<file path="src/rtl/conv_bus_pkg.sv">
// Shared types and constants for the convolution unit bus arbiter.
// Request fields are stored at the default bus widths.
package conv_bus_pkg;

    localparam int PKG_ADDR_W = 28;
    localparam int PKG_LEN_W  = 4;
    localparam int PKG_ID_W   = 4;

    localparam int ARB_RR     = 0;
    localparam int ARB_WR_PRI = 1;
    localparam int ARB_RD_PRI = 2;

    typedef enum logic [1:0] {
        IDLE,
        RD_ADDR,
        WR_ADDR,
        WR_DATA
    } arb_state_e;

    typedef struct packed {
        logic [PKG_ADDR_W-1:0] addr;
        logic [PKG_LEN_W-1:0]  len;
        logic [PKG_ID_W-1:0]   id;
    } addr_req_t;

endpackage

</file>
<file path="src/rtl/conv_outst_cnt.sv">
// Saturating up/down counter of outstanding read bursts, with full/empty flags
// and a sticky underflow flag that is only observed by the embedded assertion.
module conv_outst_cnt #(
    parameter int MAX_OUTST = 4,
    parameter int CNT_W     = $clog2(MAX_OUTST + 1)
) (
    input  logic             clk,
    input  logic             rst_n,
    input  logic             inc,
    input  logic             dec,
    output logic [CNT_W-1:0] count,
    output logic             full,
    output logic             empty
);

    logic underflow_q;

    // A simultaneous increment and decrement cancel out.
    always_ff @(posedge clk or negedge rst_n) begin
        if (!rst_n) begin
            count       <= '0;
            underflow_q <= 1'b0;
        end else if (inc && !dec) begin
            if (!full) begin
                count <= count + CNT_W'(1);
            end
        end else if (dec && !inc) begin
            if (empty) begin
                underflow_q <= 1'b1;
            end else begin
                count <= count - CNT_W'(1);
            end
        end
    end

    assign full  = (count == CNT_W'(MAX_OUTST));
    assign empty = (count == '0);

    no_underflow: assert property (@(posedge clk) disable iff (!rst_n) !underflow_q);

endmodule

</file>
<file path="src/rtl/conv_bus_arb.sv">
// Registered, Z-free arbiter putting the conv read and write bridges onto one
// address channel plus a write-data channel, with outstanding-read tracking.
module conv_bus_arb
    import conv_bus_pkg::*;
#(
    parameter int DATA_W      = 32,
    parameter int ADDR_W      = PKG_ADDR_W,
    parameter int ID_W        = PKG_ID_W,
    parameter int LEN_W       = PKG_LEN_W,
    parameter int MAX_OUTST   = 4,
    parameter int ARB_MODE    = ARB_RR,
    parameter int WR_AFTER_RD = 1
) (
    input  logic                          clk,
    input  logic                          rst_n,
    input  logic                          rd_en,
    input  logic                          wr_en,
    input  logic                          rd_arvalid,
    input  logic [ADDR_W-1:0]             rd_araddr,
    input  logic [LEN_W-1:0]              rd_arlen,
    input  logic [ID_W-1:0]               rd_arid,
    output logic                          rd_arready,
    output logic                          rd_rvalid,
    output logic [DATA_W-1:0]             rd_rdata,
    output logic                          rd_rlast,
    output logic [ID_W-1:0]               rd_rid,
    input  logic                          wr_awvalid,
    input  logic [ADDR_W-1:0]             wr_awaddr,
    input  logic [LEN_W-1:0]              wr_awlen,
    input  logic [ID_W-1:0]               wr_awid,
    output logic                          wr_awready,
    input  logic                          wr_wvalid,
    input  logic [DATA_W-1:0]             wr_wdata,
    input  logic [DATA_W/8-1:0]           wr_wstrb,
    output logic                          wr_wready,
    output logic                          bus_avalid,
    input  logic                          bus_aready,
    output logic                          bus_awrite,
    output logic [ADDR_W-1:0]             bus_addr,
    output logic [LEN_W-1:0]              bus_alen,
    output logic [ID_W-1:0]               bus_aid,
    output logic                          bus_wvalid,
    output logic [DATA_W-1:0]             bus_wdata,
    output logic [DATA_W/8-1:0]           bus_wstrb,
    output logic                          bus_wlast,
    input  logic                          bus_wready,
    input  logic                          bus_rvalid,
    input  logic [DATA_W-1:0]             bus_rdata,
    input  logic                          bus_rlast,
    input  logic [ID_W-1:0]               bus_rid,
    output logic [$clog2(MAX_OUTST+1)-1:0] rd_outst,
    output logic                          busy
);

    localparam int CNT_W = $clog2(MAX_OUTST + 1);

    arb_state_e       state;
    addr_req_t        req_q;
    logic [LEN_W-1:0] beat_cnt;
    logic             prefer_rd;
    logic             rd_elig;
    logic             wr_elig;
    logic             grant_rd;
    logic             grant_wr;
    logic             outst_inc;
    logic             outst_dec;
    logic             outst_full;
    logic             outst_empty;
    logic             in_wdata;
    logic             w_hs;

    conv_outst_cnt #(
        .MAX_OUTST (MAX_OUTST),
        .CNT_W     (CNT_W)
    ) u_outst_cnt (
        .clk   (clk),
        .rst_n (rst_n),
        .inc   (outst_inc),
        .dec   (outst_dec),
        .count (rd_outst),
        .full  (outst_full),
        .empty (outst_empty)
    );

    assign outst_inc = (state == RD_ADDR) && bus_aready;
    assign outst_dec = bus_rvalid && bus_rlast;

    // prefer_rd doubles as the round-robin pointer: set means read goes next.
    always_comb begin
        rd_elig  = rd_en && rd_arvalid && !outst_full;
        wr_elig  = wr_en && wr_awvalid && !((WR_AFTER_RD != 0) && !outst_empty);
        grant_rd = rd_elig;
        if (rd_elig && wr_elig) begin
            case (ARB_MODE)
                ARB_WR_PRI: grant_rd = 1'b0;
                ARB_RD_PRI: grant_rd = 1'b1;
                default:    grant_rd = prefer_rd;
            endcase
        end
        grant_wr = wr_elig && !grant_rd;
    end

    always_ff @(posedge clk or negedge rst_n) begin
        if (!rst_n) begin
            state      <= IDLE;
            req_q      <= '0;
            beat_cnt   <= '0;
            prefer_rd  <= 1'b1;
            bus_avalid <= 1'b0;
            bus_awrite <= 1'b0;
            rd_arready <= 1'b0;
            wr_awready <= 1'b0;
        end else begin
            rd_arready <= 1'b0;
            wr_awready <= 1'b0;
            unique case (state)
                IDLE: begin
                    if (grant_rd) begin
                        req_q.addr <= PKG_ADDR_W'(rd_araddr);
                        req_q.len  <= PKG_LEN_W'(rd_arlen);
                        req_q.id   <= PKG_ID_W'(rd_arid);
                        bus_avalid <= 1'b1;
                        bus_awrite <= 1'b0;
                        rd_arready <= 1'b1;
                        prefer_rd  <= 1'b0;
                        state      <= RD_ADDR;
                    end else if (grant_wr) begin
                        req_q.addr <= PKG_ADDR_W'(wr_awaddr);
                        req_q.len  <= PKG_LEN_W'(wr_awlen);
                        req_q.id   <= PKG_ID_W'(wr_awid);
                        bus_avalid <= 1'b1;
                        bus_awrite <= 1'b1;
                        wr_awready <= 1'b1;
                        prefer_rd  <= 1'b1;
                        state      <= WR_ADDR;
                    end
                end
                RD_ADDR: begin
                    if (bus_aready) begin
                        bus_avalid <= 1'b0;
                        state      <= IDLE;
                    end
                end
                WR_ADDR: begin
                    if (bus_aready) begin
                        bus_avalid <= 1'b0;
                        beat_cnt   <= LEN_W'(req_q.len);
                        state      <= WR_DATA;
                    end
                end
                WR_DATA: begin
                    if (w_hs) begin
                        if (beat_cnt == '0) begin
                            state <= IDLE;
                        end else begin
                            beat_cnt <= beat_cnt - LEN_W'(1);
                        end
                    end
                end
                default: state <= IDLE;
            endcase
        end
    end

    // Write data flows straight through, but is forced to 0 outside the data phase.
    assign in_wdata   = (state == WR_DATA);
    assign bus_wvalid = in_wdata && wr_wvalid;
    assign wr_wready  = in_wdata && bus_wready;
    assign w_hs       = bus_wvalid && bus_wready;
    assign bus_wdata  = in_wdata ? wr_wdata : '0;
    assign bus_wstrb  = in_wdata ? wr_wstrb : '0;
    assign bus_wlast  = in_wdata && (beat_cnt == '0);

    assign bus_addr = ADDR_W'(req_q.addr);
    assign bus_alen = LEN_W'(req_q.len);
    assign bus_aid  = ID_W'(req_q.id);

    assign busy = (state != IDLE) || !outst_empty;

    always_ff @(posedge clk or negedge rst_n) begin
        if (!rst_n) begin
            rd_rvalid <= 1'b0;
            rd_rdata  <= '0;
            rd_rlast  <= 1'b0;
            rd_rid    <= '0;
        end else begin
            rd_rvalid <= bus_rvalid;
            rd_rdata  <= bus_rdata;
            rd_rlast  <= bus_rlast;
            rd_rid    <= bus_rid;
        end
    end

endmodule

</file>
<file path="config.mk">
export PLATFORM = sky130hd
export DESIGN_NAME = conv_bus_arb
export DESIGN_NICKNAME = d
export VERILOG_FILES = /design/src/rtl/conv_bus_pkg.sv /design/src/rtl/conv_outst_cnt.sv /design/src/rtl/conv_bus_arb.sv
export SDC_FILE = /design/constraint.sdc
export NUM_CORES = 1
export LEC_CHECK = 0
export BUFFER_PORTS_ARGS = -buffer_cell sky130_fd_sc_hd__clkbuf_2
export CORE_AREA = 2 2 106 108
export DETAILED_ROUTE_END_ITERATION = 6
export DIE_AREA = 0 0 108 110
export GPL_ROUTABILITY_DRIVEN = 0
export GPL_TIMING_DRIVEN = 0
export PLACE_DENSITY = 0.83
export SYNTH_ARGS = -nofsm -noshare
export SYNTH_HDL_FRONTEND = slang
export SYNTH_SLANG_ARGS = --single-unit
</file>
<file path="constraint.sdc">
create_clock -name clk -period 2.4 [get_ports clk]
set_input_delay 0.6 -clock clk [delete_from_list [all_inputs] [get_ports clk]]
set_output_delay 0.6 -clock clk [all_outputs]
set_load 0.05 [all_outputs]
</file>
# Word level (Yosys, flattened, before mapping)
# Index checks and enable logic that the tools add are counted.
# totals
ff_bits	88
inputBits	155
out_inout_bits	121
word_cells	95
# classes
addsub	3
n_eq_ne	13
n_mux	30
reduce_logical	34
# ops
cell	n
$mux 36	2
$mux 32	1
$mux 4	4
$logic_and 1x1->1	14
$mux 2	6
$mux 3	4
$mux 1	10
$reduce_bool 2->1	5
$ne 2x1->1 const B	4
$ne 2x2->1 const B	4
$pmux 2 s4	1
$pmux 4 s2	1
$reduce_and 3->1	2
$logic_not 1->1	5
$reduce_and 5->1	1
$eq 2x2->1 const B	2
$logic_not 4->1	1
$reduce_and 4->1	1
$sub 4x1->4 const B	1
$add 3x1->3 const B	1
$eq 3x3->1 const B	1
$logic_not 3->1	1
$ne 3x3->1 const B	1
$sub 3x1->3 const B	1
other kinds (6)	6

# Longest topological paths before layout
# logic_depth
word_depth	10
mapped_depth	8
depth_no_buf	8

# By module
# A second synthesis with hierarchy kept.
# unflattened
cells_unflattened	341
hier_area_um2	3870.0
# by_module_without_submodules
mod	n_inst	cells_each	area_each_um2	seq_area_each_um2
conv_bus_arb	1	316	3626.0	2128.3
conv_outst_cnt	1	25	244.0	75.1

# Worst setup path after synthesis
# Ideal clock, no wire load.
# synth_path
path_kind	flip-flop to output port
startpoint	register state[1]
endpoint	output bus_wdata[0]
arrival_ns	1.695
required_ns	1.800
slack_ns	0.105
stages_incl_launch_ff	6
n_path_buf	3
path_cell_list	dfrtp_1 ha_1 clkbuf_1 clkbuf_1 clkbuf_1 and2_1
# synth_via
elab_chain_cells	2
# synth_lines
item	line	text
from (decl)	conv_bus_arb.sv:57	arb_state_e state;
from (signal assigned)	conv_bus_arb.sv:105	state <= IDLE;
from (signal assigned)	conv_bus_arb.sv:126	state <= RD_ADDR;
from (signal assigned)	conv_bus_arb.sv:135	state <= WR_ADDR;
$eq 2x2->1	conv_bus_arb.sv:166	assign in_wdata = (state == WR_DATA);
$mux 32	conv_bus_arb.sv:170	assign bus_wdata = in_wdata ? wr_wdata : '0;
to (decl)	conv_bus_arb.sv:43	output logic [DATA_W-1:0] bus_wdata,
# No other way between the ends.

# Worst setup path after layout
# layout_path
startpoint	register state[1]
endpoint	output bus_wdata[2]
# The elaborated chain is that of the path after synthesis.

==> impl_metrics.json <==
{
  "outcome": "complete, no violations",
  "root_buffer": "clkbuf_8",
  "rsz0062_at_grt": "no",
  "cts_htree_levels": 3,
  "cts_hold_buf": 0,
  "n_antenna_cell": 0,
  "endpoint_kind": "output pin",
  "fin_nets": 856,
  "drtAntennaViolNets": 0,
  "drive_gt1_frac": 0.4921,
  "fmax_mhz": 431.7,
  "worstRegToRegCells": 7,
  "ir_drop_mv": 0.6820,
  "core_area_mm2": 0.01070,
  "synth_fp_nets": 565,
  "io_pins": 276,
  "met2_wirelength_um": 6972,
  "routed-wl-met3_um": 975,
  "start_kind": "flop",
  "clock_skew_ps": 7.905,
  "syn_area_per_cell_um2": 10.41,
  "cts_tree": "built",
  "drv_cap": 0,
  "first_pass_iters": 4,
  "worstPathMaxFanout": 10,
  "drv_slew": 0,
  "grt_overflow_total": 0,
  "chipWidth_um": 108,
  "yosysWarnings": 0,
  "area_delta_synth_final_pct": 47.87,
  "grt_pass1_vias": 4021,
  "r2r_end": "u_outst_cnt.count[2]",
  "wl_met1_um": 5149,
  "synthesis.area_mm2": 0.004174,
  "grt_max_degree": 56,
  "clk_latency_ps": 370,
  "slew_headroom": 0.6464,
  "dieArea_mm2": 0.01188,
  "clock-sinks": 88,
  "port_buffers": 275,
  "place_inst": 817,
  "hold_slack_ps": 205.5,
  "hold_path.class": "in -> async",
  "power_per_cell_area_mw_per_mm2": 1264,
  "ys_types": 50,
  "fin_area_mm2": 0.006172,
  "die_h_um": 110,
  "clockBufferDepth": 2,
  "tightest_slew_ps": 530.3,
  "cts_buffers": 9,
  "reg2reg_from": "state[1]",
  "finalSetupViolations": 0,
  "seq_area_frac_synth": 0.5279,
  "async_reset_ff_frac": 1.000,
  "finalHoldViolCount": 0,
  "r2r_slack_ps": 220,
  "synth-edff-count": 0,
  "antenna_found_initial": 0,
  "wirelength_um": 13370,
  "via_count": 4284,
  "hpwlAfterDp_um": 10320,
  "leakagePower_nw": 3.098,
  "finalCriticalPeriod_ps": 2317,
  "syn_inst": 401,
  "path_clk_slew_ps": 110,
  "grt_pass1_wl_um": 19600,
  "dr.max_layer_used": "met4",
  "period_share": 0.9652,
  "drc": 0,
  "arrival_ps": 1720,
  "via_per_inst": 5.118,
  "grtUsageTotal": 0.2144,
  "p_total_mw": 7.804,
  "synth_top_flop_cell": "dfrtp_1",
  "drt_first_iter_violations": 250,
  "start_util": 0.3902,
  "crit_type": "reg -> out",
  "final_cell_mix": "237 x clkbuf_2, 86 x dfrtp_1, 41 x and2_1",
  "place_area_mm2": 0.005756,
  "layoutNonFillerInstCount": 837,
  "crit_required_ps": 1800,
  "layout_commonest_cell": "clkbuf_2",
  "wl_per_cell_um": 15.97,
  "ys_seq_elements": 88,
  "placementRows": 38
}
-- registers in the layout, indices dropped and copies added, names as in the netlist, 2 cells and up --
name               cells
u_outst_cnt.count      3
bus_aid                4
rd_rid                 4
rd_rdata              32
beat_cnt               4
state                  2
bus_addr              28
bus_alen               4
-- per-layer routing --
metal	vias to the layer above	track usage
met5	-	0
met2	214	0.3904
li1	2008	-
met4	0	0.08516
met1	2032	0.2466
met3	30	0.04527
-- cells by family after synthesis --
family,count (synthesis),synth area share
buffers and inverters,43,0.07704
adder cells (fa/ha/maj),9,0.02878
flip-flops,88,0.5279
AO/OA/AOI/OAI,132,0.1856
AND/OR/NAND/NOR,124,0.1688
XOR/XNOR,1,0.002099
multiplexers,4,0.009892
-- repair_timing --
action / in CTS / in global routing
gates resized for setup: 64 / 13
setup endpoints to repair: 40 / 40
buffers inserted: 0 / 5
pin swaps: 0 / 1
-- where the power goes --
group	leakage (nW)	internal (mW)	switching (mW)	total, mW
sequential	1.01	1.93	0.346	2.28
combinational	1.99	1.37	3.15	4.52
clock	0.0973	0.401	0.605	1.01
-- worst max-delay path, stage by stage (launching register included) --
cell	delay, ps
dfrtp_2	460
ha_4	190
clkbuf_8	160
clkbuf_4	180
and2_1	150
clkbuf_4	210
-- how the worst max path moves through the flow --
| stage | startpoint | to | cells past startpoint | slack [ps] |
|---|---|---|---|---|
| after floorplan | state[1] | bus_wdata[0] | 5 | 100 |
| after global placement | state[1] | bus_wdata[0] | 6 | -200 |
| after detailed placement | state[1] | bus_wdata[0] | 6 | -250 |
| after CTS | state[0] | bus_wdata[0] | 5 | 8 |
| after global routing | state[0] | busy | 6 | 10 |
| final | state[1] | bus_wdata[2] | 5 | 80 |
-- cell usage after synthesis (4+ instances only) --
library cell  instances  area (µm²)
ha_1                  8       100.1
buf_6                 8       90.09
nor2_1               16       60.06
nor2b_1               4       25.02
dfrtp_1              87        2177
inv_1                 8       30.03
nand3_1              37       185.2
a21oi_1              37       185.2
a31oi_1              39       244.0
nand2_1              10       37.54
o21ai_1              28       140.1
and2_1               41       256.5
o21ai_0              12       60.06
clkbuf_1             13       48.80
-- metrics by stage --
stage	TNS [ps]	setup WS [ps]	util
2_1_floorplan	0	104.6	-
3_3_place_gp	-20800	-201.5	0.5352
3_5_place_dp	-7426	-248.2	0.5380
4_1_cts	0	7.502	0.5727
5_1_grt	0	14.21	0.5770
6_report	0	83.46	0.5770
-- layout make-up --
class | instances | area [µm²]
plain buffers | 34 | 317.8
clock buffers | 9 | 123.9
clock inverters | 7 | 60.06
fillers | 963 | 4526
inverters | 8 | 30.03
multi-input cells | 270 | 1685
flip-flops and latches | 88 | 2205
well taps | 140 | 175.2
repair buffers | 281 | 1575
No activity file was read; power rests on OpenSTA's default activity.
